## src/rtl/rx_drop_stat_pkg.sv

```systemverilog
// Shared types and constants for the RX drop statistics block.
package rx_drop_stat_pkg;

    localparam int DEF_CNT_W = 48;
    localparam int DEF_ACC_W = 8;

    typedef logic [DEF_CNT_W-1:0] cnt_t;
    typedef logic [DEF_ACC_W-1:0] acc_t;

    typedef enum logic {
        RUN   = 1'b0,
        CLEAR = 1'b1
    } state_t;

    localparam logic SEL_TOTAL = 1'b0;
    localparam logic SEL_DROP  = 1'b1;

endpackage

```

## src/rtl/rx_drop_rr_sched.sv

```systemverilog
// Round-robin grant over per-port request bits; one grant per cycle, pointer kept inside.
// Latency: combinational grant; backpressure: en_i low suppresses the grant and holds the pointer.
module rx_drop_rr_sched #(
    parameter int PORTS  = 2,
    parameter int PIDX_W = 1
) (
    input  logic              clk_i,
    input  logic              rst_n_i,
    input  logic              en_i,
    input  logic [PORTS-1:0]  req_i,
    output logic [PORTS-1:0]  gnt_oh_o,
    output logic [PIDX_W-1:0] gnt_idx_o,
    output logic              gnt_vld_o
);

    logic [PIDX_W-1:0] ptr_q, ptr_d;
    logic              found;
    int                cand;

    always_comb begin
        found     = 1'b0;
        cand      = 0;
        gnt_idx_o = '0;
        for (int i = 0; i < PORTS; i++) begin
            cand = int'(ptr_q) + i;
            if (cand >= PORTS) cand = cand - PORTS;
            if (!found && req_i[cand]) begin
                found     = 1'b1;
                gnt_idx_o = PIDX_W'(cand);
            end
        end
        gnt_vld_o = en_i && found;
        gnt_oh_o  = '0;
        if (gnt_vld_o) gnt_oh_o[gnt_idx_o] = 1'b1;
    end

    always_comb begin
        ptr_d = ptr_q;
        if (gnt_vld_o) begin
            ptr_d = (gnt_idx_o == PIDX_W'(PORTS - 1)) ? '0 : gnt_idx_o + 1'b1;
        end
    end

    always_ff @(posedge clk_i or negedge rst_n_i) begin
        if (!rst_n_i) ptr_q <= '0;
        else          ptr_q <= ptr_d;
    end

endmodule

```

## src/rtl/rx_drop_stat_sched.sv

```systemverilog
// Per-port RX frame/drop counters: accumulators flushed round-robin into one shared RMW counter memory.
// Optional RX_DROP_STAT_SNAPSHOT_EN: a total read latches that port's drop count for a coherent pair.
module rx_drop_stat_sched
    import rx_drop_stat_pkg::*;
#(
    parameter int PORTS   = 2,
    parameter int REGIONS = 1,
    parameter int CNT_W   = DEF_CNT_W,
    parameter int ACC_W   = DEF_ACC_W
) (
    input  logic                     clk_i,
    input  logic                     rst_n_i,
    input  logic [PORTS*REGIONS-1:0] ev_src_rdy_i,
    input  logic [PORTS*REGIONS-1:0] ev_eof_i,
    input  logic [PORTS*REGIONS-1:0] ev_drop_i,
    input  logic                     clr_i,
    output logic                     clr_busy_o,
    input  logic                     rd_req_i,
    input  logic [$clog2(PORTS):0]   rd_addr_i,
    output logic                     rd_ack_o,
    output logic                     rd_dvld_o,
    output logic [CNT_W-1:0]         rd_data_o,
    output logic                     acc_ovf_o
);

    localparam int PIDX_W = (PORTS > 1) ? $clog2(PORTS) : 1;
    localparam int PC_W   = $clog2(REGIONS + 1);

    state_t            state_q, state_d;
    logic [PIDX_W-1:0] clr_idx_q, clr_idx_d;
    logic              clr_we;

    logic [PC_W-1:0]   frames [PORTS];
    logic [PC_W-1:0]   drops  [PORTS];
    logic [ACC_W-1:0]  acc_tot_q [PORTS];
    logic [ACC_W-1:0]  acc_tot_d [PORTS];
    logic [ACC_W-1:0]  acc_drp_q [PORTS];
    logic [ACC_W-1:0]  acc_drp_d [PORTS];
    logic [ACC_W:0]    sum_tot   [PORTS];
    logic [ACC_W:0]    sum_drp   [PORTS];
    logic              ovf_q, ovf_d, ovf_set;

    logic [PORTS-1:0]  req, gnt_oh;
    logic [PIDX_W-1:0] gnt_idx;
    logic              gnt_vld, sched_en;

    logic              s2_vld_q;
    logic [PIDX_W-1:0] s2_port_q;
    logic [CNT_W-1:0]  s2_base_tot_q, s2_base_drp_q;
    logic [ACC_W-1:0]  s2_amt_tot_q, s2_amt_drp_q;
    logic [CNT_W-1:0]  s2_sum_tot, s2_sum_drp;
    logic              s2_we, s1_fwd;
    logic [CNT_W-1:0]  s1_tot, s1_drp;

    logic [CNT_W-1:0]  mem_tot [PORTS];
    logic [CNT_W-1:0]  mem_drp [PORTS];

    logic [PIDX_W-1:0] rd_port;
    logic              rd_sel;
    logic [CNT_W-1:0]  rd_data_d, rd_data_q;
    logic              rd_dvld_q;

    always_comb begin
        for (int p = 0; p < PORTS; p++) begin
            frames[p] = '0;
            drops[p]  = '0;
            for (int r = 0; r < REGIONS; r++) begin
                frames[p] = frames[p] + PC_W'(ev_src_rdy_i[p*REGIONS+r] & ev_eof_i[p*REGIONS+r]);
                drops[p]  = drops[p]  + PC_W'(ev_src_rdy_i[p*REGIONS+r] & ev_eof_i[p*REGIONS+r]
                                              & ev_drop_i[p*REGIONS+r]);
            end
        end
    end

    // A granted port hands its pending amount to S1 and restarts from this cycle's events.
    always_comb begin
        ovf_set = 1'b0;
        for (int p = 0; p < PORTS; p++) begin
            sum_tot[p] = {1'b0, (gnt_oh[p] ? '0 : acc_tot_q[p])} + (ACC_W+1)'(frames[p]);
            sum_drp[p] = {1'b0, (gnt_oh[p] ? '0 : acc_drp_q[p])} + (ACC_W+1)'(drops[p]);
            acc_tot_d[p] = sum_tot[p][ACC_W] ? '1 : sum_tot[p][ACC_W-1:0];
            acc_drp_d[p] = sum_drp[p][ACC_W] ? '1 : sum_drp[p][ACC_W-1:0];
            if (sum_tot[p][ACC_W] || sum_drp[p][ACC_W]) ovf_set = 1'b1;
            req[p] = (acc_tot_q[p] != '0) || (acc_drp_q[p] != '0);
        end
        ovf_d = ovf_set || (ovf_q && !clr_i);
    end

    always_comb begin
        state_d   = state_q;
        clr_idx_d = clr_idx_q;
        clr_we    = 1'b0;
        case (state_q)
            RUN: begin
                if (clr_i) begin
                    state_d   = CLEAR;
                    clr_idx_d = '0;
                end
            end
            CLEAR: begin
                clr_we = 1'b1;
                if (clr_i) begin
                    clr_idx_d = '0;
                end else if (clr_idx_q == PIDX_W'(PORTS - 1)) begin
                    state_d = RUN;
                end else begin
                    clr_idx_d = clr_idx_q + 1'b1;
                end
            end
            default: state_d = RUN;
        endcase
    end

    assign sched_en = (state_q == RUN) && !clr_i;

    rx_drop_rr_sched #(
        .PORTS  (PORTS),
        .PIDX_W (PIDX_W)
    ) u_sched (
        .clk_i     (clk_i),
        .rst_n_i   (rst_n_i),
        .en_i      (sched_en),
        .req_i     (req),
        .gnt_oh_o  (gnt_oh),
        .gnt_idx_o (gnt_idx),
        .gnt_vld_o (gnt_vld)
    );

    // An S2 still in flight when the sweep starts is dropped; the sweep owns the write port.
    assign s2_we      = s2_vld_q && (state_q == RUN);
    assign s2_sum_tot = s2_base_tot_q + CNT_W'(s2_amt_tot_q);
    assign s2_sum_drp = s2_base_drp_q + CNT_W'(s2_amt_drp_q);
    assign s1_fwd     = s2_we && (s2_port_q == gnt_idx);
    assign s1_tot     = s1_fwd ? s2_sum_tot : mem_tot[gnt_idx];
    assign s1_drp     = s1_fwd ? s2_sum_drp : mem_drp[gnt_idx];

    always_ff @(posedge clk_i) begin
        if (clr_we) begin
            mem_tot[clr_idx_q] <= '0;
            mem_drp[clr_idx_q] <= '0;
        end else if (s2_we) begin
            mem_tot[s2_port_q] <= s2_sum_tot;
            mem_drp[s2_port_q] <= s2_sum_drp;
        end
    end

    assign rd_port  = PIDX_W'(rd_addr_i >> 1);
    assign rd_sel   = rd_addr_i[0];
    assign rd_ack_o = rd_req_i && (state_q == RUN) && !clr_i;

`ifdef RX_DROP_STAT_SNAPSHOT_EN
    logic [CNT_W-1:0]  snap_q;
    logic [PIDX_W-1:0] snap_port_q;
    logic              snap_vld_q;
    logic              snap_hit;

    assign snap_hit  = snap_vld_q && (snap_port_q == rd_port) && (rd_sel == SEL_DROP);
    assign rd_data_d = snap_hit ? snap_q
                     : ((rd_sel == SEL_DROP) ? mem_drp[rd_port] : mem_tot[rd_port]);

    always_ff @(posedge clk_i or negedge rst_n_i) begin
        if (!rst_n_i) begin
            snap_q      <= '0;
            snap_port_q <= '0;
            snap_vld_q  <= 1'b0;
        end else if (clr_i) begin
            snap_vld_q  <= 1'b0;
        end else if (rd_ack_o) begin
            if (rd_sel == SEL_TOTAL) begin
                snap_q      <= mem_drp[rd_port];
                snap_port_q <= rd_port;
                snap_vld_q  <= 1'b1;
            end else if (snap_hit) begin
                snap_vld_q  <= 1'b0;
            end
        end
    end
`else
    assign rd_data_d = (rd_sel == SEL_DROP) ? mem_drp[rd_port] : mem_tot[rd_port];
`endif

    always_ff @(posedge clk_i or negedge rst_n_i) begin
        if (!rst_n_i) begin
            state_q       <= RUN;
            clr_idx_q     <= '0;
            ovf_q         <= 1'b0;
            s2_vld_q      <= 1'b0;
            s2_port_q     <= '0;
            s2_base_tot_q <= '0;
            s2_base_drp_q <= '0;
            s2_amt_tot_q  <= '0;
            s2_amt_drp_q  <= '0;
            rd_dvld_q     <= 1'b0;
            rd_data_q     <= '0;
            for (int p = 0; p < PORTS; p++) begin
                acc_tot_q[p] <= '0;
                acc_drp_q[p] <= '0;
            end
        end else begin
            state_q   <= state_d;
            clr_idx_q <= clr_idx_d;
            ovf_q     <= ovf_d;
            s2_vld_q  <= gnt_vld;
            if (gnt_vld) begin
                s2_port_q     <= gnt_idx;
                s2_base_tot_q <= s1_tot;
                s2_base_drp_q <= s1_drp;
                s2_amt_tot_q  <= acc_tot_q[gnt_idx];
                s2_amt_drp_q  <= acc_drp_q[gnt_idx];
            end
            rd_dvld_q <= rd_ack_o;
            if (rd_ack_o) rd_data_q <= rd_data_d;
            for (int p = 0; p < PORTS; p++) begin
                acc_tot_q[p] <= acc_tot_d[p];
                acc_drp_q[p] <= acc_drp_d[p];
            end
        end
    end

    assign clr_busy_o = (state_q == CLEAR);
    assign rd_dvld_o  = rd_dvld_q;
    assign rd_data_o  = rd_data_q;
    assign acc_ovf_o  = ovf_q;

endmodule

```

## config.mk

```make
export PLATFORM = sky130hd
export DESIGN_NAME = rx_drop_stat_sched
export DESIGN_NICKNAME = d
export VERILOG_FILES = /design/src/rtl/rx_drop_stat_pkg.sv /design/src/rtl/rx_drop_rr_sched.sv /design/src/rtl/rx_drop_stat_sched.sv
export SDC_FILE = /design/constraint.sdc
export NUM_CORES = 1
export LEC_CHECK = 0
export CORE_AREA = 5 5 349 248
export DETAILED_ROUTE_END_ITERATION = 8
export DIE_AREA = 0 0 354 253
export DONT_BUFFER_PORTS = 1
export GPL_ROUTABILITY_DRIVEN = 0
export GPL_TIMING_DRIVEN = 0
export PLACE_DENSITY = 0.51
export SYNTH_ARGS = -nofsm -noshare
export SYNTH_HDL_FRONTEND = slang
export SYNTH_HIERARCHICAL = 1
export SYNTH_SLANG_ARGS = --single-unit
export TNS_END_PERCENT = 10
```

## constraint.sdc

```tcl
create_clock -name clk_i -period 17.35 [get_ports clk_i]
set_clock_uncertainty 0.05 [all_clocks]
set_input_delay 3.47 -clock clk_i [delete_from_list [all_inputs] [get_ports clk_i]]
set_output_delay 3.47 -clock clk_i [all_outputs]
set_load 0.03 [all_outputs]
```

# Word level (Yosys, flattened, before mapping)
# Memories as Yosys holds them, arrays and structs flattened. A register that Yosys moved wholly into a read port is not among the register bits.
# Cells that the tools add are included.
[op_classes]
mux = 53
n_bitwise = 6
eq_ne = 1
reduce_logical = 23
order_cmp = 7
n_addsub = 11
[op_table]
columns = ["cell", "n"]
rows = [
  ["$mux 48", 3],
  ["$mux 8", 14],
  ["$add 48x8->48", 2],
  ["$reduce_or 48->1", 2],
  ["$lt 32x3->1 const B", 2],
  ["$mux 32", 2],
  ["$add 8x1->9", 4],
  ["$ge 32x3->1 const B", 1],
  ["$reduce_bool 8->1", 4],
  ["$sub 32x3->32 const B", 1],
  ["$mux 1", 30],
  ["$logic_and 1x1->1", 8],
  ["$logic_or 1x1->1", 5],
  ["$and 1x1->1", 4],
  ["$logic_not 1->1", 4],
  ["$pmux 1 s2", 2],
  ["$sub 1x2->3 const B", 1],
  ["$add 1x1->1 const B", 2],
  ["$add 1x1->2 const B", 1],
  ["$ge 1x2->1 const B", 1],
  ["$ge 2x2->1 const B", 1],
  ["$lt 1x2->1 const B", 1],
  ["$mux 2", 1],
  ["$ne 2x2->1 const B", 1],
  ["4 further kinds", 4],
]
[totals]
regBits = 103
ramBits = 192
in_bits = 12
memories = 2
[mem_list]
columns = ["name", "words", "word_bits", "read_ports", "rd_ports_with_merged_regs", "write_ports", "line", "source"]
rows = [
  ["mem_drp", 2, 48, 2, 1, 1, "rx_drop_stat_sched.sv:56", "logic [CNT_W-1:0] mem_drp [PORTS];"],
  ["mem_tot", 2, 48, 2, 1, 1, "rx_drop_stat_sched.sv:55", "logic [CNT_W-1:0] mem_tot [PORTS];"],
]

# Logic depth before layout (Yosys ltp)
# Gate-level depths: netlist of run 1.
[logic_depth]
ltp_word = 20
depth_mapped = 17
mapped_depth_nobuf = 11

# Modules after synthesis
# The synthesis of run 1 kept the hierarchy.
[by_module_without_submodules]
columns = ["module", "n_inst", "cells_each", "area_each_um2"]
rows = [
  ["rx_drop_stat_sched", 1, 1969, 24552.3],
  ["rx_drop_rr_sched", 1, 9, 71.3],
]

# Worst setup path before layout of run 1
# OpenSTA, ideal clock, no wires.
[synth_path]
path_kind = "flip-flop to flip-flop"
start = "register state_q, in the netlist clr_busy_o"
end = "memory mem_drp[1][0] (netlist name), enable pin"
t_arrival_ps = 16280
path_stages_with_launch = 5
path_slack_ps = -708
t_required_ps = 15572
period_less_slack_ps = 18058
cell_sequence = "dfrtp_1 nand2b_1 clkbuf_1 o21ai_0 nor2_1"
[synth_between]
elab_chain_len = 7
[synth_rtl]
columns = ["element", "line", "source"]
rows = [
  ["start: declaration", "rx_drop_stat_sched.sv:29", "state_t state_q, state_d;"],
  ["start signal: assignment", "rx_drop_stat_sched.sv:200", "state_q <= state_d;"],
  ["$not 1->1", "-", ""],
  ["$logic_and 1x1->1", "rx_drop_stat_sched.sv:130", "assign s2_we = s2_vld_q && (state_q == RUN);"],
  ["$mux 1", "rx_drop_stat_sched.sv:141", "end else if (s2_we) begin"],
  ["$mux 1", "rx_drop_stat_sched.sv:138", "if (clr_we) begin"],
  ["$mux 1 (not written as such)", "rx_drop_stat_sched.sv:143", "mem_drp[s2_port_q] <= s2_sum_drp;"],
  ["$reduce_or 48->1 (no line)", "-", ""],
  ["$mux 1 (no line)", "-", ""],
  ["end: declaration", "rx_drop_stat_sched.sv:56", ""],
]
# Parallel ways exist; a longest one is shown, timed or not.

# Final worst setup path of run 1
[layout_path]
start = "input port clr_i"
end = "output port rd_ack_o"
[layout_between]
elab_chain_len = 2
[layout_rtl]
columns = ["element", "line", "source"]
rows = [
  ["start: declaration", "rx_drop_stat_sched.sv:16", "input logic clr_i,"],
  ["$logic_not 1->1", "rx_drop_stat_sched.sv:149", "assign rd_ack_o = rd_req_i && (state_q == RUN) && !clr_i;"],
  ["$logic_and 1x1->1", "rx_drop_stat_sched.sv:149", ""],
  ["end: declaration", "rx_drop_stat_sched.sv:20", "output logic rd_ack_o,"],
]
# Every way passes these cells.

==> results.cfg, run 1 <==
[outcome]
status = complete, no violations

[logic_synthesis]
synth_area_leaders = edfxtp_1 (35%), dfrtp_1 (20%), mux2i_1 (8.5%), mux4_2 (4.4%), mux2_2 (3.5%)
synth_edf_count = 288
yosys.area.top_type_share = 0.351
yosysTopAreaCell = edfxtp_1
synth_fp_nets = 2016
syn_area_um2 = 24600
ys_warn_count = 6
synth_cell_types = 65
synth_common_cells = edfxtp_1 (288), mux2i_1 (210), dfrtp_1 (200), nor2_1 (155), a21oi_1 (144)
ys_dominant_reg_cell = edfxtp_1
ys_async_sr_fraction = 0.410
synth_seq_area_share = 0.554
synthCells = 1978
synth_most_common_cell = edfxtp_1
avgSynthCellArea_um2 = 12.4
ys_seq_elements = 488

[finish]
regArea_um2 = 13700
syn2layout_area_growth_pct = 13.7
fillers = 8133
final_cells = 3177
drive_above_1_share = 0.130
nets = 2078
design_area_um2 = 28000
final_util = 0.337
multiInputGateArea_um2 = 10500

[global_route]
grt-ovfl-total = 0
grt_max_degree = 201
grt_pass1_wl_um = 121000
grt_usage = 0.183
grt_pass1_vias = 17300
grt_antenna_before_repair = 2

[die]
initial_core_util = 0.296
coreArea_um2 = 83200
core.rowCount = 89
die_area_um2 = 89600
die_h_um = 253
die_w_um = 354
pin_count = 64

[routing]
routed_wl_um = 83200
avgViaCountPerCell = 5.53
wl_per_cell_um = 26.2
dr_wl_met2_um = 33000
via_count = 17600
wirelength_met1_um = 40300
wl_met3_um = 7860
drt_iter0_markers = 2002
dr.max_layer_used = met5
dr.pass1.iters = 6
drc = 0
postRouteAntennaNets = 0

[sta]
worstMarginPinSlew_ps = 1370
drv_slew = 0
fin_crit_sh = 0.564
maxSlewHeadroom = 0.0794
clock.fmax_mhz = 102
finalSetupViolations = 0
grt_setup_unrepaired = false
hold_viol = 0
period_minus_slack_ps = 9790
fin_ws_ps = 7560

[clock_tree]
hold_buffers = 0
cts.sink_count = 488
cts_tree = built
clock_latency_ps = 620
root_buffer = clkbuf_16
clk_pin_slew_worst_paths_ps = 60
post_cts.repair.setup_buffers = 0
htreeDepth = 2
cts_buffers = 52
cts_resized = 0
clockBufferDepth = 3

[placement]
place_ws_ps = 7490
dp_cells = 3078
port_buffers = 0
postPlaceCellArea_um2 = 26200
hpwl_um = 59600

[critical_path]
path_delay_family = buffers and inverters
cp_data_arrival_time_ps = 6270
crit_slowest_cell = clkbuf_1
worst-setup-path-type = input pin to output port
critPathMaxFanout = 11
cp.required_ps = 13830
cp_num_buf_inv = 3
endpoint_kind = output port
crit_top_cell = clkbuf_1
cp-start-kind = input pin
crit_chain = nor2_1, and2_1, clkbuf_1, buf_1, clkbuf_1
worst_path_largest_cell_delay_ps = 900

[min_path]
hold_path.class = register to register

[flow_run]
cap_violations = 0

[power]
p_per_area_nw_per_um2 = 163
leakage_uw = 0.0100
ir_worst_vdd_mv = 0.0738
metal layers:
layer / vias up / track usage
li1: 7632 / -
met1: 9013 / 0.284
met2: 798 / 0.250
met3: 135 / 0.0462
met4: 2 / 0.0474
met5: - / 0
cell families (layout without fill, tap and decap cells):
kind of cell	Yosys count	in the layout	share of synthesized area
simple gates	652	652	0.145
flops	488	488	0.554
other cells	0	1	0
compound gates	282	282	0.0729
buf+inv	110	216	0.0195
fa+ha+maj	26	26	0.0138
mux	334	334	0.164
xor+xnor	86	86	0.0306
cell type report:
cell class | instances | area share
inverters | 6 | 0.000804
well taps | 1092 | 0.0488
plain buffers | 104 | 0.0164
multi-input cells | 1380 | 0.376
clock buffers | 73 | 0.0525
flip-flops and latches | 488 | 0.488
diodes | 1 | 0.0000894
clock inverters | 25 | 0.0123
repair buffers | 8 | 0.00599
cells in the final DEF, fill, tap and decap left out, types with 48 or more instances in the layout:
cell type and instances:
a21oi_1 144, nand2_1 89, edfxtp_1 288, nor3_1 51
mux2_2 76, nand3_1 85, clkbuf_1 69, mux4_2 48
dfrtp_1 200, clkbuf_16 53, nor2_1 154, mux2i_1 210
metrics by stage:
| step | total power, uW | setup TNS, ps | hold slack (ps) |
|---|---|---|---|
| floorplan | 2830 | 0 | 402 |
| global placement | 3320 | -1023110 | 419 |
| detailed placement | 3350 | 0 | 445 |
| CTS | 4560 | 0 | 458 |
| global route | 4780 | 0 | 460 |
| finish | 4570 | 0 | 453 |
worst paths after layout:
| path | slack (ps) | depth (start not counted) | start | end |
|---|---|---|---|---|
| max in group asynchronous | 14150 | 0 | rst_n_i | rd_data_o[30] |
| worst max-delay path | 7560 | 5 | clr_i | rd_ack_o |
| min in group asynchronous | 2510 | 0 | rst_n_i | rd_data_o[8] |
| worst max register to register | 10430 | 16 | register | mem_drp[1][32] |
| worst min register to register | 450 | 2 | clr_idx_q | clr_idx_q |
| worst min-delay path | 450 | 2 | clr_idx_q | clr_idx_q |
power breakdown:
part / internal, uW / switching, uW
registers: 1540 / 347
logic: 581 / 895
clock network: 712 / 490
total: 2840 / 1730
worst register-to-register path, cell delays in order (launching register included):
cell,delay [ps]
dfrtp_1,340
buf_6,160
buf_2,350
buf_2,440
buf_2,440
buf_2,460
buf_2,470
buf_2,390
mux2_2,380
ha_1,260
clkbuf_1,270
a21oi_1,220
a22oi_1,560
nand2_1,370
clkbuf_1,370
o31a_1,400
nor3_1,670
(Power assumes the default switching activity.)
==> inputs of run 2 (changes only) <==
==> constraint.sdc (replaced) <==
create_clock -name clk_i -period 8.15 [get_ports clk_i]
set_clock_uncertainty 0.05 [all_clocks]
set_input_delay 1.63 -clock clk_i [delete_from_list [all_inputs] [get_ports clk_i]]
set_output_delay 1.63 -clock clk_i [all_outputs]
set_load 0.03 [all_outputs]
==> results.cfg, run 2 (same netlist as run 1, synthesis figures left out) <==
[outcome]
status = finished with violations
violations = DRC, capacitance limit

[die]
die_h_um = 253
initial_core_util = 0.296
die_area_um2 = 89600
die_w_um = 354
coreArea_um2 = 83200
core.rowCount = 89
pin_count = 64

[power]
p_total_uw = 9420
p_int_uw = 5760
pwr-share-clk = 0.242
seqPwrFrac = 0.426
p_comb_frac = 0.332
switching_share = 0.388
switchingPower_uw = 3660
ir_worst_vdd_mv = 0.150
leakage_uw = 0.00993
p_per_area_nw_per_um2 = 339

[critical_path]
cp-start-kind = register
crit_slowest_cell = nand4_1
reg2reg_depth = 15
worst-setup-path-type = register to register
cp_data_arrival_time_ps = 7240
crit_top_cell = buf_2
worst_path_largest_cell_delay_ps = 840
critPathMaxFanout = 10
rrSetupSlack_ps = 1250
endpoint_kind = register
crit_chain = buf_6, buf_2, buf_2, buf_2, buf_2, buf_2, buf_2, mux2_2, ha_1, fa_1, a211oi_1, o211ai_1, nand4_1, a2111oi_2, mux2i_1
cp.required_ps = 8480
r2r_end = mem_tot[1][24]

[finish]
layout_common_cells = edfxtp_1 (288), mux2i_1 (210), dfrtp_1 (200), nor2_1 (154), a21oi_1 (144)
final_common_cell = edfxtp_1
fillers = 8157
nets = 2078
syn2layout_area_growth_pct = 12.9
drive_above_1_share = 0.130

[sta]
finalSetupViolations = 0
maxSlewHeadroom = 0.0152
drv_slew = 0
tns_ps = 0
clock.fmax_mhz = 145
grt_setup_unrepaired = false
period_minus_slack_ps = 6900
fin_crit_sh = 0.847
hold_viol = 0
worstMarginPinSlew_ps = 1460

[placement]
hpwl_um = 60000
port_buffers = 0

[flow_run]
cap_violations = 1

[global_route]
grt_pass1_vias = 17300
grt-ovfl-total = 0
grt_antenna_before_repair = 4
grt_max_degree = 201
grt_usage = 0.183
grt_pass1_wl_um = 122000

[routing]
via_count = 17600
routed_wl_um = 83700
postRouteAntennaNets = 0
drt_iter0_markers = 2283
avgViaCountPerCell = 5.55
wl_per_cell_um = 26.3
dr.pass1.iters = 8
drc = 2

[clock_tree]
post_cts.repair.setup_buffers = 0
clk_pin_slew_worst_paths_ps = 60
hold_buffers = 0
cts_tree = built
clock_latency_ps = 620
clockBufferDepth = 3
cts_buffers = 51
root_buffer = clkbuf_16
cts.sink_count = 488
htreeDepth = 2
cts_resized = 0

[min_path]
hold_depth = 2
hold_path.class = register to register
min_to = clr_idx_q
hold_start = clr_idx_q
## run 2: cell types whose count changed in the layout (fill, tap and decap cells not counted)
cell / before / now
buf_12: 7 / 6
buf_16: 1 / 3
bufinv_16: 8 / 1
clkbuf_1: 69 / 64
clkbuf_8: 7 / 2
clkinv_1: 3 / 6
clkinv_2: 7 / 17
clkinvlp_4: 2 / 5
inv_4: 0 / 1
inv_6: 3 / 0
## run 2: worst max-delay path by stage
stage / end / slack [ps] / depth (start not counted)
3_5_place_dp: mem_tot[0][24] / 1570 / 15
2_1_floorplan: mem_drp[1][0] / 6 / 4
3_3_place_gp: mem_drp[1][42] / -9820 / 4
4_1_cts: mem_tot[1][24] / 1540 / 15
6_report: mem_tot[1][24] / 1250 / 15
5_1_grt: mem_tot[1][24] / 1200 / 15
## run 2: critical path, delay by kind of cell (launching register included)
family / cells / cell delay, ps
simple gates: 1 / 840
fa+ha+maj: 2 / 480
compound gates: 3 / 1640
mux: 2 / 630
flops: 1 / 340
buf+inv: 7 / 2650
## run 2: per-stage QoR
stage               cells  utilization  cell area, um2  worst slack (ps)  hold slack [ps]
global placement     3070        0.312           26000             -9820              419
CTS                  3174        0.334           27800              1540              438
finish               3175        0.334           27800              1250              435
global route         3174        0.334           27800              1200              462
detailed placement   3079        0.315           26200              1570              423
floorplan            1978            -           24600              6.32              402
## run 2: area by class of cell
type | count | area, um2 | share of cell area
Antenna cell | 1 | 2.50 | 0.0000900
Buffer | 104 | 458 | 0.0165
Clock buffer | 63 | 1380 | 0.0498
Clock inverter | 32 | 199 | 0.00716
Inverter | 6 | 22.5 | 0.000810
Multi-Input combinational cell | 1380 | 10500 | 0.378
Sequential cell | 488 | 13700 | 0.491
Tap cell | 1092 | 1370 | 0.0491
Timing Repair Buffer | 9 | 203 | 0.00729
## run 2: power groups by stage
stage          Clock, uW  Combinational (uW)  Sequential, uW
6_report            2280                3130            4020
5_1_grt             2440                3360            4080
4_1_cts             2330                3090            4000
3_5_place_dp           0                3070            4050
3_3_place_gp           0                2990            4070
2_1_floorplan          0                2220            3790
## run 2: metal layers
layer	vias up	track usage	routed length, um
met1	9015	0.286	40300
met5	-	0	0
met3	135	0.0422	8070
met2	848	0.254	33300
li1	7622	-	-
met4	0	0.0459	1990
